## config.mk

```make
export PLATFORM = sky130hd
export DESIGN_NAME = lu_pipe
export DESIGN_NICKNAME = d
export VERILOG_FILES = /design/src/rtl/lu_pipe.sv
export SDC_FILE = /design/constraint.sdc
export NUM_CORES = 1
export LEC_CHECK = 0
export CAP_MARGIN = 10
export CORE_ASPECT_RATIO = 0.7
export CORE_MARGIN = 4
export CORE_UTILIZATION = 44
export DETAILED_ROUTE_END_ITERATION = 6
export PLACE_DENSITY = 0.78
export SYNTH_ARGS = -nofsm -noshare
export SYNTH_HDL_FRONTEND = slang
export SYNTH_SLANG_ARGS = --single-unit
```

## constraint.sdc

```tcl
create_clock -name clk -period 1.9 [get_ports clk]
set_input_delay 0.285 -clock clk [delete_from_list [all_inputs] [get_ports clk]]
set_output_delay 0.285 -clock clk [all_outputs]
set_load 0.01 [all_outputs]
```

## src/rtl/lu_pipe.sv

```systemverilog
// Two-stage valid/ready logic unit: out[i] = sel[{A[i],B[i]}], with registered zero flag.
// Optional registered parity flag enabled by defining LU_PIPE_PARITY_EN.
module lu_pipe #(
    parameter int unsigned WIDTH = 32
) (
    input  logic             clk,
    input  logic             rst,
    input  logic             in_valid,
    output logic             in_ready,
    input  logic [WIDTH-1:0] A,
    input  logic [WIDTH-1:0] B,
    input  logic [3:0]       sel,
    output logic             out_valid,
    input  logic             out_ready,
    output logic [WIDTH-1:0] out,
    output logic             zero,
    output logic             parity
);

    logic             s1_valid;
    logic             s2_valid;
    logic [WIDTH-1:0] s1_a;
    logic [WIDTH-1:0] s1_b;
    logic [3:0]       s1_sel;
    logic             s2_free;
    logic             s1_load;
    logic             s2_load;
    logic [WIDTH-1:0] result;

    // Handshake: S2 frees when empty or draining; S1 may refill whenever it can move on.
    assign s2_free   = ~s2_valid | out_ready;
    assign in_ready  = ~s1_valid | s2_free;
    assign s1_load   = in_valid & in_ready;
    assign s2_load   = s1_valid & s2_free;
    assign out_valid = s2_valid;

    always_ff @(posedge clk) begin
        if (rst) begin
            s1_valid <= 1'b0;
        end else if (s1_load) begin
            s1_valid <= 1'b1;
        end else if (s2_load) begin
            s1_valid <= 1'b0;
        end
    end

    always_ff @(posedge clk) begin
        if (rst) begin
            s2_valid <= 1'b0;
        end else if (s2_load) begin
            s2_valid <= 1'b1;
        end else if (out_ready) begin
            s2_valid <= 1'b0;
        end
    end

    // Operand register: loads only on acceptance so stalls cause no toggles.
    always_ff @(posedge clk) begin
        if (rst) begin
            s1_a   <= '0;
            s1_b   <= '0;
            s1_sel <= 4'b0000;
        end else if (s1_load) begin
            s1_a   <= A;
            s1_b   <= B;
            s1_sel <= sel;
        end
    end

    // Truth-table lookup per bit.
    always_comb begin
        result = '0;
        for (int unsigned i = 0; i < WIDTH; i++) begin
            result[i] = s1_sel[{s1_a[i], s1_b[i]}];
        end
    end

    always_ff @(posedge clk) begin
        if (rst) begin
            out  <= '0;
            zero <= 1'b1;
        end else if (s2_load) begin
            out  <= result;
            zero <= (result == '0);
        end
    end

`ifdef LU_PIPE_PARITY_EN
    always_ff @(posedge clk) begin
        if (rst) begin
            parity <= 1'b0;
        end else if (s2_load) begin
            parity <= ^result;
        end
    end
`else
    assign parity = 1'b0;
`endif

endmodule

```

==> results of run 1 <==
[layout make-up]
cell class	instances	area, sq um
Tap cell	128	160
Fill cell	817	3680
Multi-Input combinational cell	355	2150
Timing Repair Buffer	128	1320
Sequential cell	103	2070
Inverter	1	3.75
Clock inverter	6	68.8
Clock buffer	10	229
[worst register-to-register path, cell delays in order (launching register included)]
cell and delay (ns):
dfxtp_2 0.35, mux4_2 0.53, or4_1 0.49, or3_1 0.32
o31ai_2 0.16
[power groups by stage]
stage,logic (uW),clock network (uW),registers (uW)
after floorplan,365,0,2380
after global placement,694,0,2380
after detailed placement,708,0,2390
after CTS,725,1870,2340
after global routing,787,1960,2350
final,730,1860,2340
[stage by stage]
step / setup WS, ns / hold WS (ns) / std cells / cell area, sq um / total power (uW)
after floorplan: -0.00348 / 0.413 / 505 / 4360 / 2740
after global placement: -0.123 / 0.445 / 713 / 5640 / 3080
after detailed placement: -0.167 / 0.447 / 713 / 5640 / 3100
after CTS: -0.0179 / 0.396 / 730 / 5990 / 4940
after global routing: -0.109 / 0.420 / 731 / 6000 / 5110
final: -0.0398 / 0.393 / 731 / 6000 / 4940
[how the worst min path moves through the flow]
stage,slack (ns),cells after the start,from,end
after floorplan,0.41,2,B[19],s1_b[19]
after global routing,0.42,2,rst,out_valid
after detailed placement,0.45,2,out[23],out[23]
after CTS,0.40,2,rst,s1_b[13]
final,0.39,2,rst,out_valid
after global placement,0.44,2,out[15],out[15]
[state kept, by name, summed over array words and instances, names as in the netlist]
register,flops
out_valid,1
out,32
s1_sel,4
s1_valid,1
s1_a,32
zero,1
s1_b,32
[routing by layer]
metal	part of all wire [%]	GRT usage, %	up-vias
li1	-	-	1888
met1	45	28.7	1863
met4	0.92	4.11	0
met5	0	0	-
met2	45	31.1	176
met3	8.4	6.35	16
[Yosys cell counts, drive strengths merged]
cell    instances  area share (%)
nand4           1            0.14
o31ai           1            0.29
or4             1            0.17
mux4           32              17
nand3b          1            0.17
nand2         201              17
or3             1            0.14
a21oi         103              12
nand2b          1            0.14
clkbuf         45             3.9
buf             1            0.17
nor4            6            0.86
nor3            1            0.11
conb            1           0.086
nand3           1            0.11
dfxtp         103              47
nor2            2            0.17
nor2b           2            0.29
inv             1           0.086
[logic make-up after synthesis]
family,count (synthesis)
other cells,1
simple gates,218
mux,32
flops,103
buf+inv,47
compound gates,104
[repair_timing]
action                                  4_1_cts  5_1_grt
pin swaps                                     2        0
buffers inserted                              2        1
endpoints found under the setup margin        1        1
gates cloned                                  0        0
resized for setup                            13        0
==> results.md, run 1 <==
Global routing:
- The number of global-route vias before repair is 3777.
- Global routing consumed, over all layers together, 20.4% of the routing resources.
- The wire length of the first global-routing pass is 18900 microns.
- The total overflow reported by the global router is 0.
- Entering global routing, the biggest net connects 69 pins.
- The number of antenna violations at the first check in global routing is 0.

Power and ir drop:
- The logic gate share of total power is 14.8%.
- The analysis attributes to cell leakage a power of 0.00215 uW.
- Internal power comes to 3690 uW.
- The power density relative to cell area is 823 nW/um^2.
- Across the VDD grid, the largest voltage drop is 0.000434 V.
- Net switching is 25.2% of the power.
- The sequential cell fraction of total power is 47.4%.
- The clock share of power is 37.8%.
- The switching power total is 1240 uW.

Drt:
- For this block, the initial DRC count from the detailed router was 299.
- In this run the remaining antenna-violating nets after routing total 0.
- The number of remaining DRC errors is 0.
- After detailed routing, the number of vias per cell comes to 5.39.
- Summed over all layers, the routed wires come to 12000 microns.
- In the final routed layout, each cell accounts on average for 16.4 microns.
- The via count is 3943.
- The first-pass iteration count of the detailed router is 5.

Synth:
- The compound-cell area share of the yosys netlist is 12.1%.
- In this run, distinct cell masters in the synthesized netlist total 21.
- The adder-cell share of the synthesized area is 0%.
- The multiplexer area fraction after synthesis is 16.7%.
- The synthesized design contains 103 register bits.
- Summing the areas of all and, or, nand and nor instances in the mapped netlist gives 19.6% of the synthesized area.
- The xor/xnor cell area share of the yosys netlist is 0%.
- For this run, the register share of the synthesized area comes to 47.3%.
- After synthesis, the mean cell area works out to 8.63 sq um.
- The count of yosys warnings during synthesis is 0.
- In the synthesized netlist, the number of instances is 505.
- The number of nets in the synthesized netlist is 577.
- After synthesis, the largest family of logic cells by area is simple AND/OR/NAND/NOR gates.
- In this run the cell area of the synthesized design comes to 4360 sq um.

Timing:
- The highest clock frequency the design can meet is 0.516 GHz.
- Between clock sinks in the finished design, the worst skew comes to 0.00860 ns.
- Setup repair after global routing could not meet its margin everywhere.
- The final worst-path cycle share is 102%.
- The total count of hold-check failures in the final report is 0.
- Setup total negative slack on the finished layout was measured at -0.0398 ns.
- Subtracting the final worst setup slack from the clock period gives 1.94 ns.
- The max-slew violation count is 0.
- Setup violations remaining at the end of the flow were counted as 1.
- Across all setup checks in the final design, the least slack found is -0.0398 ns.

Critical path:
- The maximum net fanout on the critical path is 2.
- The family with the most delay on the worst path is simple AND/OR/NAND/NOR gates.
- The worst setup path is of the reg2reg kind.
- Measured in cells, the most critical reg-to-reg path has a length of 4.
- The endpoint class of the critical path is a register.
- The destination of the critical timing path is zero.
- The data arrival time of the critical path is 2.20 ns.
- The startpoint of the worst register-to-register path is s1_b[19].
- Together, buffers and inverters on the worst path number 0.
- The largest stage delay on the critical path is 0.53 ns.
- Counting buffers and inverters, the worst setup path is 4 cells deep.
- The endpoint of the worst register-to-register path is zero.
- At the worst endpoint, the required time is 2.16 ns.
- The signal on the critical path passes through mux4_2, or4_1, or3_1, o31ai_2.
- The origin of the worst setup path is s1_b[19].
- The launching element type of the critical path is a register.
- The slowest stage cell on the critical path is mux4_2.
- For flop-to-flop paths, the worst setup slack is -0.04 ns.

Clocking:
- The TritonCTS clock tree is yes.
- The clock-pin slew on the worst setup and hold paths is 0.07 ns.
- The largest buffer count on any clock path is 2.
- The clock sink count is 103.
- The later-pin clock latency in the skew report is 0.34 ns.
- The TritonCTS buffer count is 9.
- The hold buffer count at CTS is 0.
- The H-tree depth reported by CTS is 3.
- In this run the clock root is driven by a clkbuf_16.

Place:
- Buffers placed on the I/O ports in this run total 106.
- At the end of routability-driven placement, the weighted congestion stood at 0.853.
- The wire-length estimate of the detail-placed layout is 8600 microns.

Layout:
- The area added between synthesis and finish is 37.7%.
- The count of nets after finishing is 670.
- In the layout the commonest cells are 200 x nand2_1, 105 x clkdlybuf4s50_1, 102 x a21oi_1.
- The utilization of the core after routing is 62.0%.
- The library cell used most frequently in the layout, excluding fill and tap cells, is nand2_1.
- The antenna diode instance count is 0.
- Of the cells placed in the final design, the portion with a size suffix greater than 1 is 13.6%.

Die:
- The area of the die is 11600 sq um.
- The die boundary height is 91.3 microns.
- The site row count is 30.
- Once the floorplan was initialized, standard cells occupied 45.0% of the core.
- The standard cell core area is 9680 sq um.
- Pin placement for this block handled 108 I/O pins.
- The width of the die is 127 microns.

Run:
- The number of violations of the max-capacitance limit is 0.

Worst hold path:
- The tightest min-delay check is of the in2reg type.

Status:
- The run finished, with violations left.
- The checks that failed: negative setup slack.
(Power assumes the default switching activity.)
==> run 2, diff against run 1 <==
- CORE_UTILIZATION: 44 -> 56
- DONT_BUFFER_PORTS: default -> 1
- PLACE_DENSITY: 0.78 -> 0.77
==> results.md, run 2 (synthesized netlist as in run 1, its figures left out) <==
Critical path:
- The cell family contributing the most delay on the critical path is simple AND/OR/NAND/NOR gates.
- The category of the critical setup timing path is reg2reg.
- Among all stages on the critical path, the largest delay is contributed by or4_4.
- The setup slack of the worst register-to-register path was -0.08 ns (-0.04 ns).
- The buffering stage count on the worst path with inverters included is 0 (unchanged).
- STA classifies the critical path startpoint as a register.
- The largest stage delay on the critical path is 0.54 ns (about the same).
- The data arrival time of the critical path is 2.26 ns (+0.06 ns).
- The maximum net fanout on the critical path came to 2 (unchanged).
- Walking the worst path, the cells encountered are mux4_2, or4_4, or3_4, o31ai_2.
- The required time at the worst-slack endpoint is 2.19 ns (+0.03 ns).
- The endpoint class of the critical path is a register.

Layout:
- The count of nets after finishing is 558 (-17%).
- In the final layout, the registers with the most flip-flops are out: 32 flops, s1_a: 32 flops, s1_b: 32 flops.
- The layout cell share with drive strength beyond 1 is 14.3% (+0.66 points).
- The fill cell total of the finished layout is 632 (-23%).
- The antenna diode instance count is 0 (unchanged).
- The most common cell after layout, fill and taps aside is nand2_1.
- The library cells used most frequently in the layout, excluding fill and tap cells, are 200 x nand2_1, 102 x a21oi_1, 99 x dfxtp_1.
- Relative to the synthesized area, the layout overhead comes to 6.81%.

Timing:
- The clock skew after layout came to 0.00781 ns (-0.000797 ns).
- The slack of the critical path was -0.0756 ns (-0.0358 ns).
- Setup repair after global routing could not meet its margin everywhere.
- The max-slew violation count is 0 (unchanged).
- The final worst-path cycle share was 104% (+1.9 points).
- The total of endpoints with negative setup slack in the final report is 1 (unchanged).
- The highest clock frequency the design can meet is 0.506 GHz (-1.8%).
- The worst hold margin is -0.0228 ns (-0.416 ns).
- The clock period minus worst slack is 1.98 ns (+0.0358 ns).
- The total count of hold-check failures in the final report is 6 (+6).

Place:
- The worst slack at placement is -0.0920 ns (+0.0745 ns).
- The count of input and output buffers came to 0 (-100%).
- The post-detailed-placement half-perimeter wirelength is 7620 microns (-11%).
- The final weighted congestion in routability-driven placement is 0.898 (+5.3%).

Die:
- The die boundary height came to 81.8 microns (-10%).
- The initial core utilization was 58.7% (+14 points).
- The number of ports placed on the die boundary is 108 (unchanged).
- The width of the die is 113 microns (-11%).
- The site row count is 26 (-13%).
- The standard cell core area was 7420 sq um (-23%).
- The area of the die is 9280 sq um (-20%).

Power and ir drop:
- The maximum VDD drop came to 0.000587 V (+35%).
- The power density relative to cell area is 864 nW/um^2 (+5.0%).
- The leakage power was 0.00163 uW (-24%).

Global routing:
- The total overflow reported by the global router came to 0 (unchanged).
- The number of antenna violations at the first check in global routing is 0 (unchanged).
- The number of global-route vias before repair is 3336 (-12%).
- The overall routing resource usage is 23.7% (+3.4 points).
- The wire length of the first global-routing pass came to 17100 microns (-9.8%).
- The pin count of the biggest net entering global routing is 104 (+51%).

Drt:
- The detailed-route wire length per cell is 18.0 microns (+10%).
- The per-cell via count in the routed design is 5.99 (+11%).
- The number of remaining DRC errors is 0 (unchanged).
- The via count is 3529 (-10%).
- The starting DRC count in detailed routing is 450 (+51%).
- The total routed wirelength is 10600 microns (-11%).
- The first-pass iteration count of the detailed router is 5 (unchanged).
- The count of antenna-violating nets left after detailed routing is 0 (unchanged).

Clocking:
- The TritonCTS buffer count is 9 (unchanged).
- The clock-pin slew on the worst setup and hold paths is 0.09 ns (+0.02 ns).
- The cell at the root of the clock tree is clkbuf_8.
- The clock sink count is 103 (unchanged).
- The largest buffer count on any clock path is 2 (unchanged).
- The H-tree depth reported by CTS is 3 (unchanged).
- The hold buffer count at CTS is 2 (+2).
- The TritonCTS clock tree is yes.
- The later-pin clock latency in the skew report was 0.36 ns (+0.02 ns).

Status:
- The run finished, with violations left.
- The final reports fail on negative hold slack, negative setup slack.

Worst hold path:
- The worst hold path belongs to the class in2reg.

Run:
- The number of violations of the max-capacitance limit was 0 (unchanged).
## run 2: cell types whose count changed in the layout (fill, tap and decap cells not counted), sizes merged
| cell | previous run | this run |
|---|---|---|
| clkdlybuf4s50 | 105 | 0 |
| clkbuf | 10 | 12 |
| buf | 23 | 14 |
| clkinvlp | 1 | 2 |
| dlygate4sd3 | 0 | 2 |
| bufinv | 1 | 0 |
| inv | 3 | 1 |
## run 2: final cells by class
cell class                      instances  area [sq um]  share of cell area [%]
Multi-Input combinational cell        355          2140                    46.0
Tap cell                               98           123                    2.64
Inverter                                1          3.75                  0.0807
Timing Repair Buffer                   16           150                    3.23
Clock inverter                          4          32.5                   0.699
Clock buffer                           12           135                    2.90
Sequential cell                       103          2070                    44.4
## run 2: stage by stage
step	area (sq um)	total power (uW)	std cells	TNS, ns	utilization (%)
6_report	4650	4020	589	-0.0756	62.7
5_1_grt	4650	4200	589	-0.145	62.7
4_1_cts	4640	4030	589	-0.0447	62.5
3_5_place_dp	4440	2840	570	-0.0920	59.9
3_3_place_gp	4440	2820	570	-0.0553	59.9
2_1_floorplan	4360	2740	505	-0.00348	-
## run 2: layer usage
metal | global-route usage (%) | vias to the layer above | part of all wire, %
met2 | 31.6 | 194 | 40
met5 | 0 | - | 0
met3 | 10.4 | 18 | 13
met4 | 6.84 | 0 | 1.5
met1 | 34.7 | 1657 | 45
li1 | - | 1660 | -
## run 2: repair_timing
action | 4_1_cts | 5_1_grt
gates resized for setup | 1 | 4
endpoints found under the hold margin | 102 | 98
setup buffers | 1 | 0
pin swaps | 1 | 0
setup endpoints to repair | 1 | 1
## run 2: path summary, 6_finish.rpt
| check | startpoint | to | cells after the start |
|---|---|---|---|
| hold / removal | rst | s1_b[31] | 1 |
| setup / recovery | s1_b[20] | zero | 4 |
| hold reg to reg | s1_a[8] | s1_a[8] | 2 |
| setup reg to reg | s1_b[20] | zero | 4 |
## run 2: power breakdown
group / total, uW / switching [uW] / internal [uW]
registers: 2360 / 96.5 / 2260
logic: 445 / 233 / 212
clock network: 1220 / 732 / 483
total: 4020 / 1060 / 2960
## run 2: worst register-to-register path, delay by kind of cell (launching register included)
kind | cells | cell delay [ns]
compound gates | 1 | 0.17
mux | 1 | 0.51
simple gates | 2 | 0.87
flops | 1 | 0.35
==> run 3, diff against run 2 <==
- GPL_ROUTABILITY_DRIVEN: default -> 0
==> results of run 3 <==
Same layout as run 2: the final DEF is identical, and so are final timing and power.
